<file path="src/rtl/pattern_recorder.sv">
// ============================================================================
// pattern_recorder : records key-state changes with game timestamps in a FIFO
// Optional debounce: define PATTERN_RECORDER_DEBOUNCE_EN     Revision: 1.0
// ============================================================================
`default_nettype none

module pattern_recorder #(
    parameter int DEPTH = 16
) (
    input  logic                     clock,
    input  logic                     reset_n,
    input  logic [9:0]               counter10h,
    input  logic [7:0]               user_input,
    input  logic                     record_en,
    input  logic                     clear,
    input  logic                     rd_req,
    output logic [17:0]              pattern_with_timestamp,
    output logic                     rd_valid,
    output logic [$clog2(DEPTH):0]   count,
    output logic                     empty,
    output logic                     full,
    output logic                     overflow
);

    localparam int AW = $clog2(DEPTH);
    localparam int CW = AW + 1;

    logic [17:0]   mem [DEPTH];
    logic [AW-1:0] wr_ptr_q, wr_ptr_d, rd_ptr_q, rd_ptr_d;
    logic [CW-1:0] count_q, count_d;
    logic [7:0]    last_pattern_q, last_pattern_d;
    logic [17:0]   dout_q, dout_d;
    logic          rd_valid_q, rd_valid_d;
    logic          overflow_q, overflow_d;

    logic          accept;
    logic [7:0]    new_pattern;
    logic          wr_en, rd_en, do_write;

`ifdef PATTERN_RECORDER_DEBOUNCE_EN
    logic [7:0] cand_q, cand_d;
    logic [1:0] stable_q, stable_d;

    // stable_q counts earlier consecutive edges that saw cand_q; the 4th edge accepts
    always_comb begin
        cand_d      = cand_q;
        stable_d    = stable_q;
        accept      = 1'b0;
        new_pattern = user_input;
        if (user_input == last_pattern_q) begin
            stable_d = 2'd0;
        end else if (stable_q != 2'd0 && user_input == cand_q) begin
            if (stable_q == 2'd3) begin
                accept   = 1'b1;
                stable_d = 2'd0;
            end else begin
                stable_d = stable_q + 2'd1;
            end
        end else begin
            cand_d   = user_input;
            stable_d = 2'd1;
        end
    end

    always_ff @(posedge clock or negedge reset_n) begin
        if (!reset_n) begin
            cand_q   <= 8'h00;
            stable_q <= 2'd0;
        end else begin
            cand_q   <= cand_d;
            stable_q <= stable_d;
        end
    end
`else
    assign accept      = (user_input != last_pattern_q);
    assign new_pattern = user_input;
`endif

    assign empty    = (count_q == '0);
    assign full     = (count_q == CW'(DEPTH));
    assign wr_en    = accept && record_en;
    assign rd_en    = rd_req && !empty;
    // A write into a full FIFO only fits when a pop frees the head slot this edge
    assign do_write = wr_en && (!full || rd_en) && !clear;

    always_comb begin
        last_pattern_d = accept ? new_pattern : last_pattern_q;
        wr_ptr_d       = wr_ptr_q;
        rd_ptr_d       = rd_ptr_q;
        count_d        = count_q;
        dout_d         = dout_q;
        rd_valid_d     = 1'b0;
        overflow_d     = overflow_q;
        if (clear) begin
            wr_ptr_d   = '0;
            rd_ptr_d   = '0;
            count_d    = '0;
            overflow_d = 1'b0;
        end else begin
            if (rd_en) begin
                dout_d     = mem[rd_ptr_q];
                rd_ptr_d   = rd_ptr_q + 1'b1;
                rd_valid_d = 1'b1;
            end
            if (do_write) begin
                wr_ptr_d = wr_ptr_q + 1'b1;
            end
            if (wr_en && full && !rd_en) begin
                overflow_d = 1'b1;
            end
            count_d = count_q + CW'(do_write) - CW'(rd_en);
        end
    end

    always_ff @(posedge clock or negedge reset_n) begin
        if (!reset_n) begin
            wr_ptr_q       <= '0;
            rd_ptr_q       <= '0;
            count_q        <= '0;
            last_pattern_q <= 8'h00;
            dout_q         <= 18'h0;
            rd_valid_q     <= 1'b0;
            overflow_q     <= 1'b0;
        end else begin
            wr_ptr_q       <= wr_ptr_d;
            rd_ptr_q       <= rd_ptr_d;
            count_q        <= count_d;
            last_pattern_q <= last_pattern_d;
            dout_q         <= dout_d;
            rd_valid_q     <= rd_valid_d;
            overflow_q     <= overflow_d;
        end
    end

    always_ff @(posedge clock) begin
        if (do_write) begin
            mem[wr_ptr_q] <= {counter10h, new_pattern};
        end
    end

    assign pattern_with_timestamp = dout_q;
    assign rd_valid               = rd_valid_q;
    assign count                  = count_q;
    assign overflow               = overflow_q;

endmodule

`default_nettype wire

</file>
<file path="config.mk">
export PLATFORM = sky130hd
export DESIGN_NAME = pattern_recorder
export DESIGN_NICKNAME = d
export VERILOG_FILES = /design/src/rtl/pattern_recorder.sv
export SDC_FILE = /design/constraint.sdc
export NUM_CORES = 1
export LEC_CHECK = 0
export BUFFER_PORTS_ARGS = -buffer_cell sky130_fd_sc_hd__buf_2
export CAP_MARGIN = 5
export CELL_PAD_IN_SITES_DETAIL_PLACEMENT = 1
export CELL_PAD_IN_SITES_GLOBAL_PLACEMENT = 1
export CORE_ASPECT_RATIO = 2
export CORE_MARGIN = 5
export CORE_UTILIZATION = 54
export DETAILED_ROUTE_END_ITERATION = 10
export PLACE_DENSITY_LB_ADDON = 0.1
export SYNTH_ARGS = -nofsm -noshare
export SYNTH_HDL_FRONTEND = slang
export SYNTH_SLANG_ARGS = --single-unit
</file>
<file path="constraint.sdc">
create_clock -name clock -period 4.01 [get_ports clock]
set_clock_uncertainty 0.1 [all_clocks]
set_input_delay 0.802 -clock clock [delete_from_list [all_inputs] [get_ports clock]]
set_output_delay 0.802 -clock clock [all_outputs]
set_load 0.05 [all_outputs]
</file>
[After elaboration in Yosys (flattened, before gate mapping)]
Memory sizes are Yosys's and may differ from the RTL's. A register that Yosys moved wholly into a read port is not among the register bits.
Cells that the tools add are included.
Operators by class
  add/subtract/negate cells: 4
  eq/ne operators: 2
  multiplexer cells: 11
  bitwise logic cells: 1
  reductions and logical operators: 17
Operator list (count)
  4-bit 2-to-1 mux: 4
  4-bit by 1-bit adder with 4-bit output (second input constant): 2
  8-bit != test: 1
  1-bit logical AND: 6
  1-bit 2-to-1 mux: 6
  2-bit nonzero test: 3
  5-bit by 1-bit adder with 5-bit output: 1
  5-bit == test (second input constant): 1
  1-bit zero test: 5
  5-bit zero test: 1
  5-bit 2-to-1 mux: 1
  5-bit by 1-bit subtractor with 5-bit output: 1
  2-bit AND reduction: 1
  1-bit logical OR: 1
  1-bit inverter: 1
Storage, ports and cells
  register bits after elaboration: 23
  RAM bits: 288
  input bits: 23
  output and inout bits: 27
  word-level logic and storage cells: 42
  memories: 1
Memory list
  mem: words 16, width 18, rd ports 1, clocked after Yosys merged registers in 1, write ports 1, line 28  | logic [17:0] mem [DEPTH];

[Logic depth before layout (Yosys ltp)]
  word-level depth: 9
  mapped depth: 17
  gate-level depth less buffers: 16

[Worst setup path after synthesis]
No wires, ideal clock.
  path type: reg2reg
  start: reg count_q[2] (netlist: count[2])
  end: mem mem[0][0], enable pin
  library setup time: 439 ps
  arrival time: 3342 ps
  data required time: 3471 ps
  path slack: 129 ps
  cell stages (with the launch flop): 8
  path buffers: 1
  clock period less this slack: 3881 ps
  cells stage by stage: dfrtp_1 -> inv_1 -> ha_1 -> nand4bb_1 -> o21ai_0 -> a21o_1 -> buf_2 -> nor4_1
On the way
  word-level cells in the longest chain between the ends: 8
  elaborated cells between the ends (all ways): 10
  classes of those cells: eq/ne (1); mux (2); reduce/logical (7)
RTL lines
  start, declared: line 30  | logic [CW-1:0] count_q, count_d;
  start signal, assigned: line 127  | count_q <= count_d;
  5-bit zero test: line 79  | assign empty = (count_q == '0);
  1-bit zero test: line 82  | assign rd_en = rd_req && !empty;
  1-bit logical AND: line 82
  1-bit logical OR *: line 84  | assign do_write = wr_en && (!full || rd_en) && !clear;
  1-bit logical AND * (2 in series): line 84
  1-bit 2-to-1 mux *: line 136  | if (do_write) begin
  1-bit 2-to-1 mux (implied by the code) *: line 137  | mem[wr_ptr_q] <= {counter10h, new_pattern};
  end, declared: line 28
Every way passes the cells marked *; elsewhere a longest branch is shown, timed or not.

[Final worst setup path]
  start: in user_input[6]
  end: reg count_q[4] (netlist: count[4])
On the way
  word-level cells in the longest chain between the ends: 7
RTL lines
  start, declared: line 13  | input logic [7:0] user_input,
  8-bit != test: line 75  | assign accept = (user_input != last_pattern_q);
  1-bit logical AND: line 81  | assign wr_en = accept && record_en;
  1-bit logical AND (2 in series): line 84
  5-bit by 1-bit adder with 5-bit output: line 111  | count_d = count_q + CW'(do_write) - CW'(rd_en);
  5-bit by 1-bit subtractor with 5-bit output: line 111
  5-bit 2-to-1 mux: line 94  | if (clear) begin
  via count_d[4]: line 30
The timed path passes the listed nets, and every way through them passes these cells.
A chain may end at the register's enable or synchronous reset.

==> tab_implementation.tex <==
\begin{tabular}{lr}
\hline
Metric & Value \\
\hline
\multicolumn{2}{l}{\textbf{Timing}} \\
Final setup violation count & 0 \\
Setup Total Neg Slack & 0 ns \\
PnR worst setup slack & 0.805 ns \\
Hold Fails Final Rpt & 0 \\
Max-slew headroom & about two fifths \\
Final Slew Violations & 0 \\
Highest Clock Rate & between 0.3 and 0.4 GHz \\
Min Clock Period, post-route & around 3.2 ns \\
Actual transition at the worst max-transition pin & approximately 0.9 ns \\
Portion of the clock cycle consumed by the worst path in the final layout & between 70\% and 80\% \\
Unrepaired setup endpoints after global routing & no \\
\multicolumn{2}{l}{\textbf{Floorplanning}} \\
IO Count & 50 \\
Effective utilization at floorplan & between 50 and 60\% \\
Horizontal extent of the die & approximately 120 um \\
Die Outline Area & approximately 27000 um2 \\
Vertical extent of the die & 228 um \\
Total core area & approximately 23000 um2 \\
Standard-cell rows & 79 \\
\multicolumn{2}{l}{\textbf{Detailed routing}} \\
Final routed wirelength across all metal layers & between 20000 and 30000 um \\
DRC marker count from the first detailed-route iteration & approximately 540 \\
Average wire per standard cell & roughly 30 um \\
First-pass iteration count of the detailed router & 5 \\
Via/cell ratio & 6.29 \\
Post-DRT Antenna Nets & 0 \\
Post-route DRC violation count & 0 \\
Routed via count & around 6.2k \\
\multicolumn{2}{l}{\textbf{Clock network}} \\
CTS sink count & approximately 330 \\
Post-cts gate resize count & 0 \\
Post-CTS Hold Fix Bufs & 0 \\
TritonCTS clock tree & built \\
Clock buffer count from CTS & 28 \\
Post-CTS repair timing setup buffer count & 0 \\
CTS root buf & sky130\_fd\_sc\_hd\_\_clkbuf\_16 \\
Max Buffers Root-to-Sink & 3 \\
H-tree levels & 1 \\
Worst-skew pair later-pin latency & about 0.56 ns \\
Clock edge transition at the registers on the reported setup and hold paths & $\sim$0.070 ns \\
\multicolumn{2}{l}{\textbf{Setup path}} \\
Data arrival time of the critical path & around 3.6 ns \\
Depth of the worst register-to-register path & 16 \\
Setup Crit Path Kind & input port to register \\
Flop2flop setup slack & $\sim$0.9 ns \\
Element type at the critical path start & input port \\
Reg2Reg Capture Point & count[4]\$\_DFF\_PN0\_ \\
Reg-to-Reg Start & count[3]\$\_DFF\_PN0\_ \\
Critical path data required time & 4.40 ns \\
CP Capture Type & register \\
CP max FO & 18 \\
\multicolumn{2}{l}{\textbf{Logic synthesis}} \\
Post-Synthesis Cells & slightly above 600 \\
Mean Syn Cell Area & $\sim$21 um2 \\
Most area-consuming cells after synthesis & sky130\_fd\_sc\_hd\_\_edfxtp\_1 68\%, sky130\_fd\_sc\_hd\_\_mux4\_2 13\%, sky130\_fd\_sc\_hd\_\_dfrtp\_1 8.0\%, sky130\_fd\_sc\_hd\_\_mux2i\_1 1.6\%, sky130\_fd\_sc\_hd\_\_a221oi\_2 1.2\% \\
Post-Synthesis Net Count & around 660 \\
Post-synthesis sequential element count & 329 \\
Post-synth design cell area & about 13000 um2 \\
Sequential share of the synthesized area & 75.5\% \\
Yosys cell types & 36 \\
Share of the synthesized area in the top cell type & between 60\% and 70\% \\
Library cell with the largest summed area after synthesis & sky130\_fd\_sc\_hd\_\_edfxtp\_1 \\
Synthesis Warnings & 0 \\
\multicolumn{2}{l}{\textbf{Global routing}} \\
Global-route wire length before repair & $\sim$45000 um \\
Number of global-route vias before repair & 6921 \\
Pin count of the biggest net entering global routing & between 40 and 50 \\
Overall overflow remaining after global route & 0 \\
Number of antenna violations at the first check in global routing & 0 \\
Global-route usage over all layers & $\sim$22\% \\
\multicolumn{2}{l}{\textbf{Flow run}} \\
Number of max-cap violations & 0 \\
\multicolumn{2}{l}{\textbf{Placed design}} \\
Input/output buffers & 49 \\
Post-placement cell area & about 14000 um2 \\
Half-perimeter wire length after detailed placement & 17900 um \\
Worst Setup Slack post-DPL & around 0.22 ns \\
Placer Congestion & 0.747 \\
\multicolumn{2}{l}{\textbf{Outcome}} \\
Run status & completed \\
\multicolumn{2}{l}{\textbf{Layout}} \\
Fillcell total & $\sim$1.9k \\
Synthesis-to-layout area growth & 13.5\% \\
Ant diodes & 0 \\
Area taken by multi-input logic gates & between 2000 and 3000 um2 \\
Final \#Nets & about 720 \\
Register Area & 9680 um2 \\
Layout cell share with drive strength beyond 1 & approximately a third \\
Summed area of non-filler cells in the final layout & 14500 um2 \\
\multicolumn{2}{l}{\textbf{Worst hold path}} \\
Worst min-delay path class & input port to asynchronous set/reset pin \\
\multicolumn{2}{l}{\textbf{Pwr}} \\
Max IR drop VDD & about 0.52 mV \\
Leakage power & roughly 4.7 nW \\
Pwr per Cell Area & about 580 nW/um2 \\
\hline
\end{tabular}
==> metal layers <==
| layer | wire length (um) | part of all wire (%) | global-route usage [%] | vias up |
|---|---|---|---|---|
| li1 | - | - | - | 2657 |
| met1 | 10900 | 37 | 28.0 | 3340 |
| met2 | 16600 | 56 | 40.9 | 197 |
| met3 | 1260 | 4.2 | 2.11 | 50 |
| met4 | 857 | 2.9 | 7.40 | 0 |
| met5 | 0 | 0 | 0 | - |
==> cells in the final DEF, fill, tap and decap left out, types with 5 or more instances in the layout <==
cell type | synthesis | layout
sky130_fd_sc_hd__edfxtp_1 | 288 | 288
sky130_fd_sc_hd__clkbuf_16 | 0 | 29
sky130_fd_sc_hd__mux2i_1 | 20 | 20
sky130_fd_sc_hd__xor2_1 | 12 | 12
sky130_fd_sc_hd__a221oi_1 | 8 | 8
sky130_fd_sc_hd__buf_4 | 1 | 30
sky130_fd_sc_hd__mux4_2 | 72 | 72
sky130_fd_sc_hd__nor2_1 | 29 | 29
sky130_fd_sc_hd__nand2b_1 | 7 | 7
sky130_fd_sc_hd__inv_1 | 11 | 11
sky130_fd_sc_hd__ha_1 | 11 | 11
sky130_fd_sc_hd__clkinv_4 | 0 | 5
sky130_fd_sc_hd__a21oi_1 | 6 | 6
sky130_fd_sc_hd__o22ai_1 | 18 | 18
sky130_fd_sc_hd__buf_2 | 13 | 49
sky130_fd_sc_hd__nor3_2 | 0 | 12
sky130_fd_sc_hd__dfrtp_1 | 41 | 39
sky130_fd_sc_hd__a221oi_2 | 10 | 10
==> flip-flops by register name (all words and copies together) (netlist names) <==
name and flops:
pattern_with_timestamp 18, count 5, rd_ptr_q 4, wr_ptr_q 4, overflow 1, last_pattern_q 8
mem 288, rd_valid 1
==> cell type report <==
type,count,area share [%]
timing repair buffer,81,3.51
tap,283,2.43
inverter,11,0.284
sequential,329,66.6
clock inverter,19,1.62
clock buffer,33,5.16
multi-input combinational,237,20.4
==> Yosys cell counts <==
cell type and n:
sky130_fd_sc_hd__a211oi_1 1, sky130_fd_sc_hd__a21o_1 2, sky130_fd_sc_hd__a21oi_1 6, sky130_fd_sc_hd__a221oi_1 8
sky130_fd_sc_hd__a221oi_2 10, sky130_fd_sc_hd__and2_4 1, sky130_fd_sc_hd__buf_1 6, sky130_fd_sc_hd__buf_2 13
sky130_fd_sc_hd__buf_4 1, sky130_fd_sc_hd__buf_6 2, sky130_fd_sc_hd__buf_8 1, sky130_fd_sc_hd__clkbuf_1 20
sky130_fd_sc_hd__dfrtp_1 41, sky130_fd_sc_hd__edfxtp_1 288, sky130_fd_sc_hd__fa_1 1, sky130_fd_sc_hd__ha_1 11
sky130_fd_sc_hd__inv_1 11, sky130_fd_sc_hd__mux2i_1 20, sky130_fd_sc_hd__mux4_2 72, sky130_fd_sc_hd__nand2_1 2
sky130_fd_sc_hd__nand2b_1 7, sky130_fd_sc_hd__nand3_1 1, sky130_fd_sc_hd__nand4_1 1, sky130_fd_sc_hd__nand4bb_1 1
sky130_fd_sc_hd__nor2_1 29, sky130_fd_sc_hd__nor2b_1 2, sky130_fd_sc_hd__nor2b_4 1, sky130_fd_sc_hd__nor3_1 12
sky130_fd_sc_hd__nor4_1 6, sky130_fd_sc_hd__nor4b_4 1, sky130_fd_sc_hd__o21ai_0 4, sky130_fd_sc_hd__o22ai_1 18
sky130_fd_sc_hd__or2_2 2, sky130_fd_sc_hd__or3_1 3, sky130_fd_sc_hd__xnor2_1 3, sky130_fd_sc_hd__xor2_1 12
==> stage by stage <==
step	hold WS, ns	std cells	utilization, %	total power, mW
floorplan	0.406	620	-	5.12
global placement	0.394	941	58.1	5.56
detailed placement	0.399	941	58.1	5.62
CTS	0.295	993	62.3	8.48
global route	0.337	993	62.3	8.72
finish	0.283	993	62.3	8.39
==> logic make-up (layout without fill, tap and decap cells) <==
family                   Yosys count  count (layout)  share of synthesized area [%]
flip-flops                       329             329                           75.5
adder cells (fa/ha/maj)           12              12                           1.23
AO/OA/AOI/OAI                     49              49                           3.16
AND/OR/NAND/NOR                   69              69                           2.89
XOR/XNOR                          15              15                           1.03
buffers and inverters             54             144                           1.94
multiplexers                      92              92                           14.2
==> worst max-delay path, cell delays in order <==
cell and delay, ns:
sky130_fd_sc_hd__buf_2 0.27, sky130_fd_sc_hd__xor2_1 0.35, sky130_fd_sc_hd__nor4_1 0.14, sky130_fd_sc_hd__a21o_1 0.21
sky130_fd_sc_hd__or2_2 0.27, sky130_fd_sc_hd__ha_1 0.27, sky130_fd_sc_hd__inv_1 0.04, sky130_fd_sc_hd__ha_1 0.18
sky130_fd_sc_hd__inv_1 0.09, sky130_fd_sc_hd__fa_1 0.23, sky130_fd_sc_hd__inv_1 0.05, sky130_fd_sc_hd__a21oi_1 0.13
sky130_fd_sc_hd__nor2_1 0.06, sky130_fd_sc_hd__or3_1 0.34, sky130_fd_sc_hd__a21oi_1 0.14
==> power by group <==
part	internal [mW]	total, mW	switching [mW]
registers	3.89	4.02	0.136
logic	0.449	1.51	1.06
clock network	1.62	2.86	1.24
==> worst max-delay path by stage <==
stage	slack, ns	endpoint	depth (start not counted)	from
after detailed placement	0.22	count[4]$_DFF_PN0_	15	user_input[6]
after global placement	0.34	count[4]$_DFF_PN0_	15	user_input[6]
after CTS	0.78	count[4]$_DFF_PN0_	15	user_input[6]
final	0.80	count[4]$_DFF_PN0_	15	user_input[6]
after floorplan	0.13	mem[0][0]$_DFFE_PP_	7	count[2]$_DFF_PN0_
after global routing	0.61	count[4]$_DFF_PN0_	15	user_input[6]
(Power assumes the default switching activity.)
